===== config.mk =====
export PLATFORM = sky130hd
export DESIGN_NAME = freq_div_counter_flat
export DESIGN_NICKNAME = d
export VERILOG_FILES = /design/src/rtl/freq_div_counter_if.sv /design/src/rtl/freq_div_counter.sv /design/src/flat_wrapper.sv
export SDC_FILE = /design/constraint.sdc
export NUM_CORES = 1
export LEC_CHECK = 0
export BUFFER_PORTS_ARGS = -buffer_cell sky130_fd_sc_hd__buf_2
export CORE_AREA = 5 5 49 51
export DETAILED_ROUTE_END_ITERATION = 6
export DIE_AREA = 0 0 54 56
export MAX_ROUTING_LAYER = met4
export PLACE_DENSITY_LB_ADDON = 0.15
export SYNTH_ARGS = -nofsm -noshare
export SYNTH_HDL_FRONTEND = slang
export SYNTH_SLANG_ARGS = --single-unit

===== constraint.sdc =====
create_clock -name clk -period 2.1 [get_ports clk]
set_clock_uncertainty 0.2 [all_clocks]
set_input_delay 0.315 -clock clk [delete_from_list [all_inputs] [get_ports clk]]
set_output_delay 0.315 -clock clk [all_outputs]
set_load 0.02 [all_outputs]

===== src/rtl/freq_div_counter_if.sv =====
// Control and status bundle between the divider sequencer and the divide-by-2N counter stage.
// The counter stage presents count/div_b as the A/B operands of the downstream comparator.
interface freq_div_counter_if #(
    parameter int WIDTH = 4
);
    logic             en;
    logic             load;
    logic [WIDTH-1:0] div_n;
    logic [WIDTH-1:0] count;
    logic [WIDTH-1:0] div_b;
    logic             tc;
    logic             clk_out;
    logic             load_ack;
    logic             pending;

    modport master (
        output en, load, div_n,
        input  count, div_b, tc, clk_out, load_ack, pending
    );

    modport slave (
        input  en, load, div_n,
        output count, div_b, tc, clk_out, load_ack, pending
    );
endinterface


===== src/rtl/freq_div_counter.sv =====
// Programmable divide-by-2N counter stage: 4-bit count against an active divisor, 50% duty
// divided clock, and a load/acknowledge handshake that swaps the divisor on a period boundary.
module freq_div_counter #(
    parameter int WIDTH = 4
) (
    input  logic                clk,
    input  logic                rst,
    freq_div_counter_if.slave   bus
);
    localparam logic [0:0] IDLE = 1'b0;
    localparam logic [0:0] RUN  = 1'b1;

    localparam logic [WIDTH-1:0] ONE = {{(WIDTH-1){1'b0}}, 1'b1};

    logic [0:0]       state_q,    state_d;
    logic [WIDTH-1:0] count_q,    count_d;
    logic [WIDTH-1:0] div_b_q,    div_b_d;
    logic [WIDTH-1:0] pend_val_q, pend_val_d;
    logic             clk_out_q,  clk_out_d;
    logic             load_ack_q, load_ack_d;
    logic             pending_q,  pending_d;

    logic [WIDTH-1:0] div_b_m1;
    logic             tc;
    logic             apply;
    logic [WIDTH-1:0] apply_val;

    assign div_b_m1 = div_b_q - ONE;
    assign tc       = (state_q == RUN) && bus.en && (count_q == div_b_m1);

    always_comb begin
        state_d    = state_q;
        count_d    = count_q;
        div_b_d    = div_b_q;
        pend_val_d = pend_val_q;
        clk_out_d  = clk_out_q;
        load_ack_d = 1'b0;
        pending_d  = pending_q;
        apply      = 1'b0;
        apply_val  = bus.load ? bus.div_n : pend_val_q;

        // A fresh load takes priority over the stored value; blocking while load_ack_q is high
        // keeps the acknowledge from ever lasting two cycles.
        if (state_q == IDLE) begin
            apply = (bus.load || pending_q) && !load_ack_q;
        end else if (tc) begin
            count_d   = '0;
            clk_out_d = ~clk_out_q;
            apply     = (bus.load || pending_q) && !load_ack_q;
        end else if (bus.en) begin
            count_d = count_q + ONE;
        end

        if (apply) begin
            div_b_d    = apply_val;
            count_d    = '0;
            pending_d  = 1'b0;
            load_ack_d = 1'b1;
            if (apply_val == '0) begin
                state_d   = IDLE;
                clk_out_d = 1'b0;
            end else begin
                state_d = RUN;
                if (state_q == IDLE) begin
                    clk_out_d = 1'b0;
                end
            end
        end else if (bus.load) begin
            pending_d  = 1'b1;
            pend_val_d = bus.div_n;
        end
    end

    always_ff @(posedge clk) begin
        if (rst) begin
            state_q    <= IDLE;
            count_q    <= '0;
            div_b_q    <= '0;
            pend_val_q <= '0;
            clk_out_q  <= 1'b0;
            load_ack_q <= 1'b0;
            pending_q  <= 1'b0;
        end else begin
            state_q    <= state_d;
            count_q    <= count_d;
            div_b_q    <= div_b_d;
            pend_val_q <= pend_val_d;
            clk_out_q  <= clk_out_d;
            load_ack_q <= load_ack_d;
            pending_q  <= pending_d;
        end
    end

    assign bus.count    = count_q;
    assign bus.div_b    = div_b_q;
    assign bus.tc       = tc;
    assign bus.clk_out  = clk_out_q;
    assign bus.load_ack = load_ack_q;
    assign bus.pending  = pending_q;
endmodule

===== src/flat_wrapper.sv =====
// flat-port wrapper written by rule: the top's interface ports become plain ports
module freq_div_counter_flat 
#(
    parameter int WIDTH = 4
)
  (clk, rst, bus_en, bus_load, bus_div_n, bus_count, bus_div_b, bus_tc, bus_clk_out, bus_load_ack, bus_pending);
  freq_div_counter_if #(.WIDTH(WIDTH)) bus_i ();
  input  logic clk;
  input  logic rst;
  input wire logic [$bits(bus_i.en)-1:0] bus_en;
  input wire logic [$bits(bus_i.load)-1:0] bus_load;
  input wire logic [$bits(bus_i.div_n)-1:0] bus_div_n;
  output wire logic [$bits(bus_i.count)-1:0] bus_count;
  output wire logic [$bits(bus_i.div_b)-1:0] bus_div_b;
  output wire logic [$bits(bus_i.tc)-1:0] bus_tc;
  output wire logic [$bits(bus_i.clk_out)-1:0] bus_clk_out;
  output wire logic [$bits(bus_i.load_ack)-1:0] bus_load_ack;
  output wire logic [$bits(bus_i.pending)-1:0] bus_pending;
  assign bus_i.en = bus_en;
  assign bus_i.load = bus_load;
  assign bus_i.div_n = bus_div_n;
  assign bus_count = bus_i.count;
  assign bus_div_b = bus_i.div_b;
  assign bus_tc = bus_i.tc;
  assign bus_clk_out = bus_i.clk_out;
  assign bus_load_ack = bus_i.load_ack;
  assign bus_pending = bus_i.pending;
  freq_div_counter #(.WIDTH(WIDTH)) u_core (.clk(clk), .rst(rst), .bus(bus_i));
endmodule

Word level (Yosys, flattened, before mapping)
Index checks and enable logic that the tools add are counted.
{"block": "totals", "inputBits": 8, "register_bits": 16, "out_inout_bits": 12}
{"block": "classes", "addsub": 2, "reduce_logical": 9, "muxes": 12, "n_eq_ne": 1, "n_bitwise": 1}
{"op": "4-bit 2-to-1 mux", "count": 3}
{"op": "1-bit 2-to-1 mux", "count": 9}
{"op": "4-bit by 1-bit adder with 4-bit output, second input constant", "count": 1}
{"op": "4-bit == test", "count": 1}
{"op": "4-bit logical NOT", "count": 1}
{"op": "4-bit by 1-bit subtractor with 4-bit output, second input constant", "count": 1}
{"op": "1-bit logical AND", "count": 3}
{"op": "2-bit AND reduction", "count": 1}
{"op": "2-bit nonzero test", "count": 1}
{"op": "2-bit OR reduction", "count": 1}
{"op": "1-bit logical NOT", "count": 1}
{"op": "1-bit logical OR", "count": 1}
{"op": "1-bit inverter", "count": 1}

Longest topological paths before layout
Gate-level depths: netlist (run 1).
{"block": "depth", "depth_word": 8, "ltp_mapped": 6, "depth_no_buf": 6}

Worst setup path before layout (run 1)
No wires, ideal clock.
{"block": "synth_path", "path_type": "register -> output", "start": "register u_core.div_b_q[0], in the netlist u_core.bus.div_b[0]", "end": "output port bus_tc", "stages_incl_launch_ff": 6, "n_path_buf": 0, "setup_slack_ps": -238, "arrival_ps": 1823, "cell_sequence": "dfxtp_1 inv_1 ha_1 xor2_2 xor2_2 nor3_1"}
{"block": "synth_via", "elab_chain_cells": 3}
{"item": "from (decl)", "line_no": "freq_div_counter.sv:17", "source": "logic [WIDTH-1:0] div_b_q, div_b_d;"}
{"item": "from (signal assigned)", "line_no": "freq_div_counter.sv:86", "source": "div_b_q <= div_b_d;"}
{"item": "4-bit by 1-bit subtractor with 4-bit output", "line_no": "freq_div_counter.sv:28", "source": "assign div_b_m1 = div_b_q - ONE;"}
{"item": "4-bit == test", "line_no": "freq_div_counter.sv:29", "source": "assign tc = (state_q == RUN) && bus.en && (count_q == div_b_m1);"}
{"item": "1-bit logical AND", "line_no": "freq_div_counter.sv:29"}
{"item": "to (decl)", "line_no": "flat_wrapper.sv:15", "source": "output wire logic [$bits(bus_i.tc)-1:0] bus_tc;"}
Every way passes these cells.

Final worst setup path (run 1)
{"block": "layout_path", "start": "register u_core.div_b_q[1], in the netlist u_core.bus.div_b[1]", "end": "output port bus_tc"}
Same word-level chain as after synthesis.

==> key figures, run 1 <==
Synth
  – Seq/Total Area, Yosys: 33.46%
  – Post-Syn Nets: 103
  – Ys flop type: dfxtp_1
  – Leading area contributor after synthesis: dfxtp_1
  – Top-area cell type share of the netlist area: 33.46%
  – Yosys warns: 0
  – Number of synthesized flops with an enable pin: 0
  – Cell variety after synth: 33
  – Syn avg cell area: 10.29 um2
  – Area contributors post-synth: dfxtp_1 33%, mux2i_1 8.4%, xor2_2 6.8%, o311ai_0 5.5%, nand2b_1 5.2%
  – Cell count after synthesis: 93
  – Most frequent cell after synthesis: dfxtp_1
  – FFs w/ async S/R, synth: 0%
  – Commonest cells in the netlist: 16 x dfxtp_1, 8 x mux2i_1, 8 x nand2b_1, 6 x o311ai_0, 5 x o41ai_1
  – Synth Register Bits: 16
  – Cell Area, Synth: 957.2 um2

Cells and area
  – Post-layout nets: 140
  – Layout area overhead: 42.35%
  – Filler cells: 136
  – Layout cells sized above 1: 47.66%
  – Antenna diodes: 0
  – Core Util, Final: 71.64%
  – Post-route cell area: 0.001363 mm2
  – Final non-filler cell total: 155

Min path
  – Hold/Removal Path Class: primary input to flip-flop
  – Hold depth: 3

Route
  – Drt wl/cell: 16.30 um
  – Post-route ant nets: 0
  – Drt total wl: 2527 um
  – Via count: 900
  – DRC Markers: 0
  – DRT iter0 DRCs: 38
  – Via density: 5.806
  – 1st-pass router iterations: 5

Clock tree
  – CTS Hold Bufs: 0
  – Num Clock Sinks: 16
  – Root buffer cell: clkbuf_4
  – CTS tree: done
  – TritonCTS buffer count: 3
  – Clock-pin slew on the worst setup and hold paths: 0.10 ns
  – Worst skew pair latency: 0.29 ns
  – Clock Path Buffers: 2
  – H-tree depth: 1

Power
  – Gate power share: 41.9%
  – Sw power: 0.3311 mW
  – PwrDens: 642.7 mW/mm2
  – Clock Power Share: 18.6%
  – Int Pwr: 0.5447 mW
  – Peak VDD IR: 0.3715 mV
  – Switching share of power: 37.80%
  – Lkg Pwr: 0.5709 nW
  – Sequential power share: 39.5%

Placement
  – Post-detail-place hpwl: 1653 um
  – Post-Place Cells: 144
  – Port Buffers: 19
  – Placer Congestion: 0.8530
  – Cell Area, Placed: 0.001141 mm2

GRT
  – Total GRT Usage: 18.64%
  – Gr ovfl total: 0
  – Initial antenna violation count: 0
  – Number of global-route vias before repair: 939
  – First-pass GRT wire length: 4133 um
  – Largest net degree at the start of global routing: 16

Status
  – Status: complete, no violations

Timing
  – Max_slew headroom: 64.73%
  – Fin crit share: 99.95%
  – Unrepaired setup endpoints after global routing: true
  – Endpoints failing setup: 0
  – WHS: 0.1006 ns
  – Fmax: 476.5 MHz
  – Min cycle time layout: 2.099 ns
  – Fin. max-slew vios: 0
  – Final hold violations: 0
  – Total negative setup slack: 0 ns
  – Least-Margin Pin Slew: 0.5157 ns

Worst setup path
  – Reg2Reg Depth: 7
  – Worst EP arrival: 1.58 ns
  – Setup Crit Path Kind: flip-flop to output port
  – Critical Path Sink Type: output port
  – Worst Path Max Fanout: 2
  – WP data required: 1.58 ns
  – Critical path startpoint category: flip-flop

Floorplan
  – Initial Utilization: 50.33%
  – Die Wd: 54 um
  – FP Rows: 16
  – Die Ht: 56 um
  – Core area: 0.001902 mm2
  – # IOs: 20
  – Die area: 0.003024 mm2

Job
  – MaxCap Viol Count: 0
## final cells by class
type,count,area (um2),area share [%]
Timing Repair Buffer,34,217.7,15.98
Clock buffer,3,22.52,1.653
Tap cell,27,33.78,2.479
Multi-Input combinational cell,71,748.2,54.91
Sequential cell,16,325.3,23.88
Inverter,4,15.01,1.102
## worst paths after layout
check	startpoint	end	slack (ns)
min reg2reg	u_core.pend_val_q[0]$_SDFFE_PP0N_	u_core.pend_val_q[0]$_SDFFE_PP0N_	0.29
min	bus_div_n[2]	u_core.pend_val_q[2]$_SDFFE_PP0N_	0.10
max	u_core.bus.div_b[1]$_SDFFE_PP0P_	bus_tc	0.001
max reg2reg	u_core.bus.div_b[1]$_SDFFE_PP0P_	u_core.state_q$_SDFFE_PP0P_	0.04
## what timing repair did
item,CTS,global route
pin swaps,2,2
resized for setup,18,8
setup buffers,7,1
endpoints found under the setup margin,3,11
## cells in the final DEF, fill, tap and decap left out, drive strengths merged, types with 2 or more instances in the layout
master / Yosys / final
buf: 1 / 34
dfxtp: 16 / 16
nand2b: 8 / 8
mux2i: 8 / 8
xor2: 8 / 8
o311ai: 6 / 6
nor3: 5 / 5
o41ai: 5 / 5
nand2: 4 / 4
inv: 4 / 4
nand4: 3 / 3
a21oi: 3 / 3
clkbuf: 1 / 3
xnor2: 2 / 2
nor2: 2 / 2
o21ai: 2 / 2
ha: 2 / 2
## power groups by stage
stage                     registers [mW]  logic [mW]  clock network, mW
final                              0.346       0.367              0.163
after global routing               0.350       0.389              0.178
after CTS                          0.345       0.343              0.166
after detailed placement           0.351       0.274                  0
after global placement             0.350       0.269                  0
after floorplan                    0.365       0.166                  0
## sequential cells by signal (all words and copies together) (netlist names)
register,count
u_core.bus.pending,1
u_core.bus.clk_out,1
u_core.bus.div_b,4
u_core.bus.count,4
u_core.bus.load_ack,1
u_core.pend_val_q,4
u_core.state_q,1
## metrics by stage
stage / total power [mW] / setup slack, ns
6_report: 0.8757 / 0.001154
3_3_place_gp: 0.6190 / 0.003964
2_1_floorplan: 0.5313 / 0.03302
3_5_place_dp: 0.6253 / 0.01940
5_1_grt: 0.9168 / -0.07711
4_1_cts: 0.8540 / 0.02927
## worst max-delay path: stages (launching register included)
cell,delay (ns)
dfxtp_4,0.35
inv_2,0.04
ha_4,0.26
xor2_2,0.17
nand3_2,0.14
nor3_4,0.19
buf_6,0.15
## cells by family (layout without fill, tap and decap cells)
kind of cell,after synthesis,count (layout),synth area share (%)
AND/OR/NAND/NOR,27,27,16.08
AO/OA/AOI/OAI,24,24,23.14
flip-flops,16,16,33.46
XOR/XNOR,10,10,13.86
multiplexers,8,8,8.366
buffers and inverters,6,41,2.482
adder cells (fa/ha/maj),2,2,2.614
## routing by layer
metal | share of wire (%) | global-route usage (%) | vias to the layer above
met5 | 0 | - | -
met4 | 1.8 | 7.829 | 0
met3 | 5.8 | 2.413 | 10
met2 | 53 | 30.10 | 44
met1 | 40 | 22.70 | 414
li1 | - | - | 432
Note: power is estimated with default switching activity, not from simulation.
==> run 2: changes to the inputs <==
Settings changed: CELL_PAD_IN_SITES_DETAIL_PLACEMENT from default to 0, CELL_PAD_IN_SITES_GLOBAL_PLACEMENT from default to 2, CORE_AREA 5 5 49 51 to 5 5 47 80, DIE_AREA 0 0 54 56 to 0 0 52 85.
==> run 2 against run 1 <==
Utilization down 27 points. Count of clock-buffer cells in the layout unchanged. Via count up 0.78%. Worst setup slack better by 0.034 ns. Sequential cell count unchanged. Register-to-register slack better by 0.02 ns. Clock power up 47%. Non-clock buffer count up 4. Fmax up 1.7%. Cell area up 1.1%. Largest cell class unchanged. Highest routed layer unchanged.
==> key figures, run 2 (same netlist as run 1, synthesis figures left out) <==
Placement
  – Post-Place Cells: 166 (was 144)
  – Placer Congestion: 0.7418 (was 0.8530)
  – Port Buffers: 19 (unchanged)
  – Post-detail-place hpwl: 2141 um (was 1653 um)

Route
  – 1st-pass router iterations: 4 (was 5)
  – DRT iter0 DRCs: 17 (was 38)
  – Post-route ant nets: 0 (unchanged)
  – Via density: 5.183 (was 5.806)
  – Via count: 907 (was 900)
  – Drt total wl: 2675 um (was 2527 um)
  – DRC Markers: 0 (unchanged)
  – Drt wl/cell: 15.29 um (was 16.30 um)

GRT
  – Number of global-route vias before repair: 906 (was 939)
  – Largest net degree at the start of global routing: 16 (unchanged)
  – Met2 usage: 25.32% (was 30.10%)
  – GR met3 Demand/Resource: 2.636% (was 2.413%)
  – Grt peak-use layer: met2 (unchanged)
  – Total GRT Usage: 13.75% (was 18.64%)
  – Initial antenna violation count: 0 (unchanged)
  – Met1 Usage GRT: 12.98% (was 22.70%)
  – First-pass GRT wire length: 4360 um (was 4133 um)
  – Gr ovfl total: 0 (unchanged)

Clock tree
  – Clock Path Buffers: 2 (unchanged)
  – Worst skew pair latency: 0.25 ns (was 0.29 ns)
  – CTS tree: done (unchanged)
  – TritonCTS buffer count: 3 (unchanged)
  – Root buffer cell: clkbuf_8 (was clkbuf_4)
  – Num Clock Sinks: 16 (unchanged)
  – Clock-pin slew on the worst setup and hold paths: 0.07 ns (was 0.10 ns)
  – H-tree depth: 1 (unchanged)

Floorplan
  – Die Ht: 85 um (was 56 um)
  – Initial Utilization: 31.14% (was 50.33%)
  – Die area: 0.004420 mm2 (was 0.003024 mm2)
  – Core area: 0.003074 mm2 (was 0.001902 mm2)
  – FP Rows: 27 (was 16)
  – Die Wd: 52 um (was 54 um)
  – # IOs: 20 (unchanged)

Cells and area
  – Commonest non-fill, non-tap cells in the layout: 18 x buf_2, 17 x buf_4, 14 x dfxtp_1 (was 18 x buf_2, 14 x buf_4, 14 x dfxtp_1)
  – Post-layout nets: 144 (was 140)
  – Commonest non-fill, non-tap cell in the layout: buf_2 (unchanged)
  – Layout cells sized above 1: 46.97% (was 47.66%)
  – Layout area overhead: 43.92% (was 42.35%)
  – Final non-filler cell total: 175 (was 155)
  – Antenna diodes: 0 (unchanged)

Timing
  – Max_slew headroom: 69.62% (was 64.73%)
  – Fmax: 484.3 MHz (was 476.5 MHz)
  – Fin. max-slew vios: 0 (unchanged)
  – Least-Margin Pin Slew: 0.4526 ns (was 0.5157 ns)
  – WHS: 0.1428 ns (was 0.1006 ns)
  – Endpoints failing setup: 0 (unchanged)
  – Min cycle time layout: 2.065 ns (was 2.099 ns)
  – Fin crit share: 98.32% (was 99.95%)
  – Unrepaired setup endpoints after global routing: true (unchanged)
  – Final hold violations: 0 (unchanged)

Worst setup path
  – Setup Crit Path Kind: flip-flop to output port (unchanged)
  – WP data required: 1.58 ns (about the same)
  – CP most frequent cell: nor3_4
  – Crit-path slowest cell: dfxtp_2 (was dfxtp_4)
  – Worst EP arrival: 1.55 ns (was 1.58 ns)
  – Worst Path Max Fanout: 4 (was 2)
  – Critical Path Sink Type: output port (unchanged)
  – R2r setup slk: 0.06 ns (was 0.04 ns)
  – Critical-path cell list: buf_4 -> nor3_4 -> xor2_4 -> nor3_4 -> buf_6 (was inv_2 -> ha_4 -> xor2_2 -> nand3_2 -> nor3_4 -> buf_6)
  – Worst path max stage delay: 0.32 ns (was 0.35 ns)
  – Critical path startpoint category: flip-flop (unchanged)

Power
  – Peak VDD IR: 0.4172 mV (was 0.3715 mV)
  – PwrDens: 680.5 mW/mm2 (was 642.7 mW/mm2)
  – Lkg Pwr: 0.5796 nW (was 0.5709 nW)

Status
  – Status: complete, no violations (unchanged)

Job
  – MaxCap Viol Count: 0 (unchanged)

Min path
  – Hold/Removal Path Class: primary input to flip-flop (unchanged)
## run 2: cell count changes in the layout (fill, tap and decap cells not counted), moves of 3 or more
cell / before / now
buf_4: 14 / 17
clkbuf_4: 3 / 0
clkbuf_8: 0 / 3
o41ai_1: 2 / 5
o41ai_2: 3 / 0
## run 2: cell type report
class / count / area [um2]
Inverter: 4 / 15.01
Clock buffer: 3 / 41.29
Multi-Input combinational cell: 71 / 684.4
Fill cell: 295 / 1697
Sequential cell: 16 / 322.8
Timing Repair Buffer: 38 / 260.3
Tap cell: 43 / 53.80
## run 2: stage by stage
step                total power [mW]  worst slack (ns)  cell area [um2]  utilization [%]   TNS, ns
finish                        0.9374           0.03537             1378            44.81         0
global route                  0.9861          -0.05484             1378            44.81   -0.1459
CTS                           0.9152          0.005691             1345            43.75         0
detailed placement            0.6401          0.006055             1219            39.64         0
global placement              0.6369          -0.02262             1219            39.64  -0.02262
floorplan                     0.5313           0.03302            968.4                -         0
## run 2: worst paths after layout
kind	start	endpoint	depth (start not counted)
max	u_core.bus.div_b[0]$_SDFFE_PP0P_	bus_tc	5
min	bus_div_n[0]	u_core.pend_val_q[0]$_SDFFE_PP0N_	3
max reg2reg	u_core.bus.div_b[1]$_SDFFE_PP0P_	u_core.bus.div_b[2]$_SDFFE_PP0P_	6
min reg2reg	u_core.pend_val_q[2]$_SDFFE_PP0N_	u_core.pend_val_q[2]$_SDFFE_PP0N_	2
## run 2: critical path, delay by kind of cell, from the launching register on
kind,cells,cell delay [ns]
AND/OR/NAND/NOR,2,0.54
flip-flops,1,0.32
XOR/XNOR,1,0.14
buffers and inverters,2,0.30
## run 2: routing by layer
| metal | routed length [um] | share of wire, % |
|---|---|---|
| met1 | 931 | 35 |
| met2 | 1569 | 59 |
| met3 | 125 | 4.7 |
| met4 | 48 | 1.8 |
| met5 | 0 | 0 |
## run 2: timing repair
item,in CTS,in global routing
buffers inserted,3,3
pin swaps,2,2
cloned,0,0
endpoints found under the setup margin,2,5
resized for setup,12,4
hold buffers,0,0
## run 2: report_power, final
| group | leakage, nW | internal [mW] | switching (mW) |
|---|---|---|---|
| combinational | 0.427 | 0.157 | 0.195 |
| sequential | 0.131 | 0.326 | 0.0205 |
| clock | 0.0216 | 0.128 | 0.112 |
| total | 0.580 | 0.610 | 0.327 |
==> run 3: changes to the inputs <==
Settings changed: ABC_AREA from default to 1, CORE_AREA 5 5 47 80 to 5 5 50 85, DIE_AREA 0 0 52 85 to 0 0 55 90.
==> run 3 against run 2 <==
Clock power rose by 15%. Cell area shrank 15%. Utilization is 12 points lower. Count of clock-buffer cells in the layout increased by 1. Routed wire length is 9.2% lower. Synthesized cell count grew 53%. Cell count is 21% higher. First-iteration DRC count fell by 53%. Sequential share of layout area is 4.2 points higher. Die area rose by 12%. Register-to-register slack better by 0.15 ns. Critical path depth grew 5. Critical path type unchanged. Highest routed layer unchanged.
==> key figures, run 3 <==
Power
  – Peak VDD IR: 0.3032 mV (was 0.4172 mV)
  – Sequential power share: 41.0% (was 37.0%)
  – Final Power: 0.8708 mW (was 0.9374 mW)
  – Switching share of power: 33.21% (was 34.90%)
  – PwrDens: 746.0 mW/mm2 (was 680.5 mW/mm2)
  – Sw power: 0.2892 mW (was 0.3271 mW)
  – Lkg Pwr: 0.6030 nW (was 0.5796 nW)
  – Gate power share: 27.4% (was 37.5%)
  – Int Pwr: 0.5816 mW (was 0.6103 mW)
  – Clock Power Share: 31.6% (was 25.5%)

Worst setup path
  – Critical Path Sink Type: output port (unchanged)
  – CP top delay family: simple AND/OR/NAND/NOR gates (unchanged)
  – Crit path buffers/inverters: 3 (was 2)
  – Setup Crit Path Kind: flip-flop to output port (unchanged)
  – Worst Path Max Fanout: 2 (was 4)
  – WP data required: 1.58 ns (about the same)
  – Critical path startpoint category: flip-flop (unchanged)
  – Worst EP arrival: 1.49 ns (was 1.55 ns)
  – Crit-path slowest cell: dfxtp_2 (unchanged)
  – Worst path max stage delay: 0.33 ns (was 0.32 ns)
  – Critical-path cell list: inv_2 -> ha_4 -> nand2_2 -> nand2_1 -> nor2_1 -> nand2_1 -> nor2_4 -> nand2_2 -> inv_2 -> buf_6 (was buf_4 -> nor3_4 -> xor2_4 -> nor3_4 -> buf_6)

Cells and area
  – FF+latch area: 322.8 um2 (unchanged)
  – Layout area overhead: 24.73% (was 43.92%)
  – Antenna diodes: 0 (unchanged)
  – Post-layout nets: 176 (was 144)
  – Layout cells sized above 1: 26.06% (was 46.97%)
  – Commonest non-fill, non-tap cells in the layout: 38 x nand2_1, 21 x inv_1, 18 x buf_2 (was 18 x buf_2, 17 x buf_4, 14 x dfxtp_1)
  – Area of the multi-input gates: 503.0 um2 (was 684.4 um2)
  – Post-route cell area: 0.001167 mm2 (was 0.001378 mm2)
  – Commonest non-fill, non-tap cell in the layout: nand2_1 (was buf_2)
  – Filler cells: 421 (was 295)

Route
  – 1st-pass router iterations: 3 (was 4)
  – Drt wl/cell: 11.51 um (was 15.29 um)
  – Drt total wl: 2428 um (was 2675 um)
  – DRC Markers: 0 (unchanged)
  – Post-route ant nets: 0 (unchanged)
  – DRT iter0 DRCs: 8 (was 17)
  – Via density: 4.341 (was 5.183)
  – Via count: 916 (was 907)

Floorplan
  – # IOs: 20 (unchanged)
  – FP Rows: 29 (was 27)
  – Die area: 0.004950 mm2 (was 0.004420 mm2)
  – Initial Utilization: 26.59% (was 31.14%)
  – Die Wd: 55 um (was 52 um)
  – Core area: 0.003520 mm2 (was 0.003074 mm2)
  – Die Ht: 90 um (was 85 um)

GRT
  – Initial antenna violation count: 0 (unchanged)
  – Total GRT Usage: 11.33% (was 13.75%)
  – Number of global-route vias before repair: 906 (unchanged)
  – Largest net degree at the start of global routing: 15 (was 16)
  – Gr ovfl total: 0 (unchanged)
  – First-pass GRT wire length: 4098 um (was 4360 um)

Clock tree
  – CTS Hold Bufs: 0 (unchanged)
  – Clock-pin slew on the worst setup and hold paths: 0.06 ns (was 0.07 ns)
  – Clock Path Buffers: 2 (unchanged)
  – TritonCTS buffer count: 3 (unchanged)
  – CTS tree: done (unchanged)
  – Worst skew pair latency: 0.25 ns (about the same)
  – Root buffer cell: clkbuf_8 (unchanged)
  – H-tree depth: 1 (unchanged)
  – Num Clock Sinks: 16 (unchanged)

Synth
  – Area contributors post-synth: dfxtp_1 34%, nand2_1 16%, inv_1 9.6%, nand3_1 8.6%, nand4_1 6.0% (was dfxtp_1 33%, mux2i_1 8.4%, xor2_2 6.8%, o311ai_0 5.5%, nand2b_1 5.2%)
  – FFs w/ async S/R, synth: 0% (unchanged)
  – Cell variety after synth: 20 (was 33)
  – Number of synthesized flops with an enable pin: 0 (unchanged)
  – Top-area cell type share of the netlist area: 34.22% (was 33.46%)
  – Post-Syn Nets: 152 (was 103)
  – Leading area contributor after synthesis: dfxtp_1 (unchanged)
  – Syn avg cell area: 6.591 um2 (was 10.29 um2)
  – Most frequent cell after synthesis: nand2_1 (was dfxtp_1)
  – Cell count after synthesis: 142 (was 93)
  – Cell Area, Synth: 935.9 um2 (was 957.2 um2)
  – Ys flop type: dfxtp_1 (unchanged)
  – Synth Register Bits: 16 (unchanged)
  – Commonest cells in the netlist: 40 x nand2_1, 24 x inv_1, 16 x dfxtp_1, 16 x nand3_1, 15 x nor2_1 (was 16 x dfxtp_1, 8 x mux2i_1, 8 x nand2b_1, 6 x o311ai_0, 5 x o41ai_1)
  – Yosys warns: 0 (unchanged)
  – Seq/Total Area, Yosys: 34.22% (was 33.46%)

Timing
  – Max_slew headroom: 80.46% (was 69.62%)
  – Fin. max-slew vios: 0 (unchanged)
  – Fin crit share: 95.24% (was 98.32%)
  – Least-Margin Pin Slew: 0.2920 ns (was 0.4526 ns)
  – Unrepaired setup endpoints after global routing: true (unchanged)
  – Endpoints failing setup: 0 (unchanged)
  – Min cycle time layout: 2.000 ns (was 2.065 ns)
  – Fmax: 500.0 MHz (was 484.3 MHz)
  – Final hold violations: 0 (unchanged)

Job
  – MaxCap Viol Count: 0 (unchanged)

Placement
  – Cell Area, Placed: 0.001079 mm2 (was 0.001219 mm2)
  – Post-detail-place hpwl: 1958 um (was 2141 um)
  – Port Buffers: 19 (unchanged)
  – Placer Congestion: 0.6960 (was 0.7418)

Min path
  – Hold/Removal Path Class: primary input to flip-flop (unchanged)

Status
  – Status: complete, no violations (unchanged)
run 3: changes by cell type after synthesis, sizes merged, moves of 2 or more:
cell / previous run / this run
nand3: 1 / 17
buf: 1 / 4
nand2b: 8 / 0
nand2: 4 / 43
o21ai: 2 / 4
nor2: 2 / 17
nor3: 5 / 0
o311ai: 6 / 0
xnor2: 2 / 0
inv: 4 / 24
nand4: 3 / 9
o41ai: 5 / 0
xor2: 8 / 2
mux2i: 8 / 0
run 3: cells by family after synthesis:
group / count (synthesis) / synth area share [%]
adders and majority gates: 2 / 2.673
and+or+nand+nor: 86 / 42.91
DFF: 16 / 34.22
AOI/OAI and AO/OA: 7 / 4.412
xor gates and xnor gates: 2 / 1.872
buffers and inverters: 29 / 13.90
run 3: worst paths after layout:
check	start	end	slack (ns)	cells after the start
worst min register to register	u_core.pend_val_q[0]$_SDFFE_PP0N_	u_core.pend_val_q[0]$_SDFFE_PP0N_	0.26	2
worst max-delay path	u_core.bus.div_b[0]$_SDFFE_PP0P_	bus_tc	0.1	10
worst min-delay path	rst	u_core.bus.load_ack$_SDFF_PP0_	0.03	2
worst max register to register	u_core.bus.div_b[0]$_SDFFE_PP0P_	u_core.pend_val_q[3]$_SDFFE_PP0N_	0.21	12
run 3: worst reg2reg max path: stages (launching register included):
cell and delay, ns:
dfxtp_2 0.33, inv_2 0.05, ha_4 0.23, nand2_2 0.06, nand2_1 0.04, nor2_1 0.08, nand2_1 0.09, nor2_4 0.13
buf_4 0.13, nand3_4 0.13, buf_4 0.20, nand4_1 0.07, nand2_1 0.06
run 3: timing repair:
action / CTS / global route
pin swaps: 1 / 1
endpoints found under the setup margin: 1 / 5
setup buffers: 1 / 0
gates resized for setup: 3 / 7
run 3: layout make-up:
cell class | count | area share [%]
flip-flops and latches | 16 | 27.65
inverters | 24 | 7.717
well taps | 46 | 4.930
multi-input cells | 97 | 43.09
repair buffers | 24 | 11.90
clock buffers | 4 | 4.716
run 3: per-layer routing:
| layer | vias up | part of all wire, % | track usage [%] |
|---|---|---|---|
| met5 | - | 0 | - |
| met2 | 17 | 54 | 18.48 |
| met1 | 401 | 40 | 12.77 |
| li1 | 491 | - | - |
| met3 | 7 | 4.0 | 1.821 |
| met4 | 0 | 2.8 | 5.477 |
run 3: metrics by stage:
stage          util, %  TNS (ns)  hold WS [ns]  instances  setup slack (ns)
2_1_floorplan        -         0        0.1774        142           0.02953
3_3_place_gp     30.64         0        0.2501        206            0.1573
3_5_place_dp     30.64         0        0.2570        206            0.1443
4_1_cts          32.60         0       0.03222        211           0.01380
5_1_grt          33.17  -0.01514       0.02526        211          -0.01514
6_report         33.17         0       0.03028        211           0.09996
run 3: power groups by stage:
stage               clock network [mW]  registers (mW)  logic (mW)
detailed placement                   0           0.362       0.233
finish                           0.275           0.357       0.239
global route                     0.296           0.361       0.273
CTS                              0.280           0.356       0.235
global placement                     0           0.361       0.233
floorplan                            0           0.379       0.152
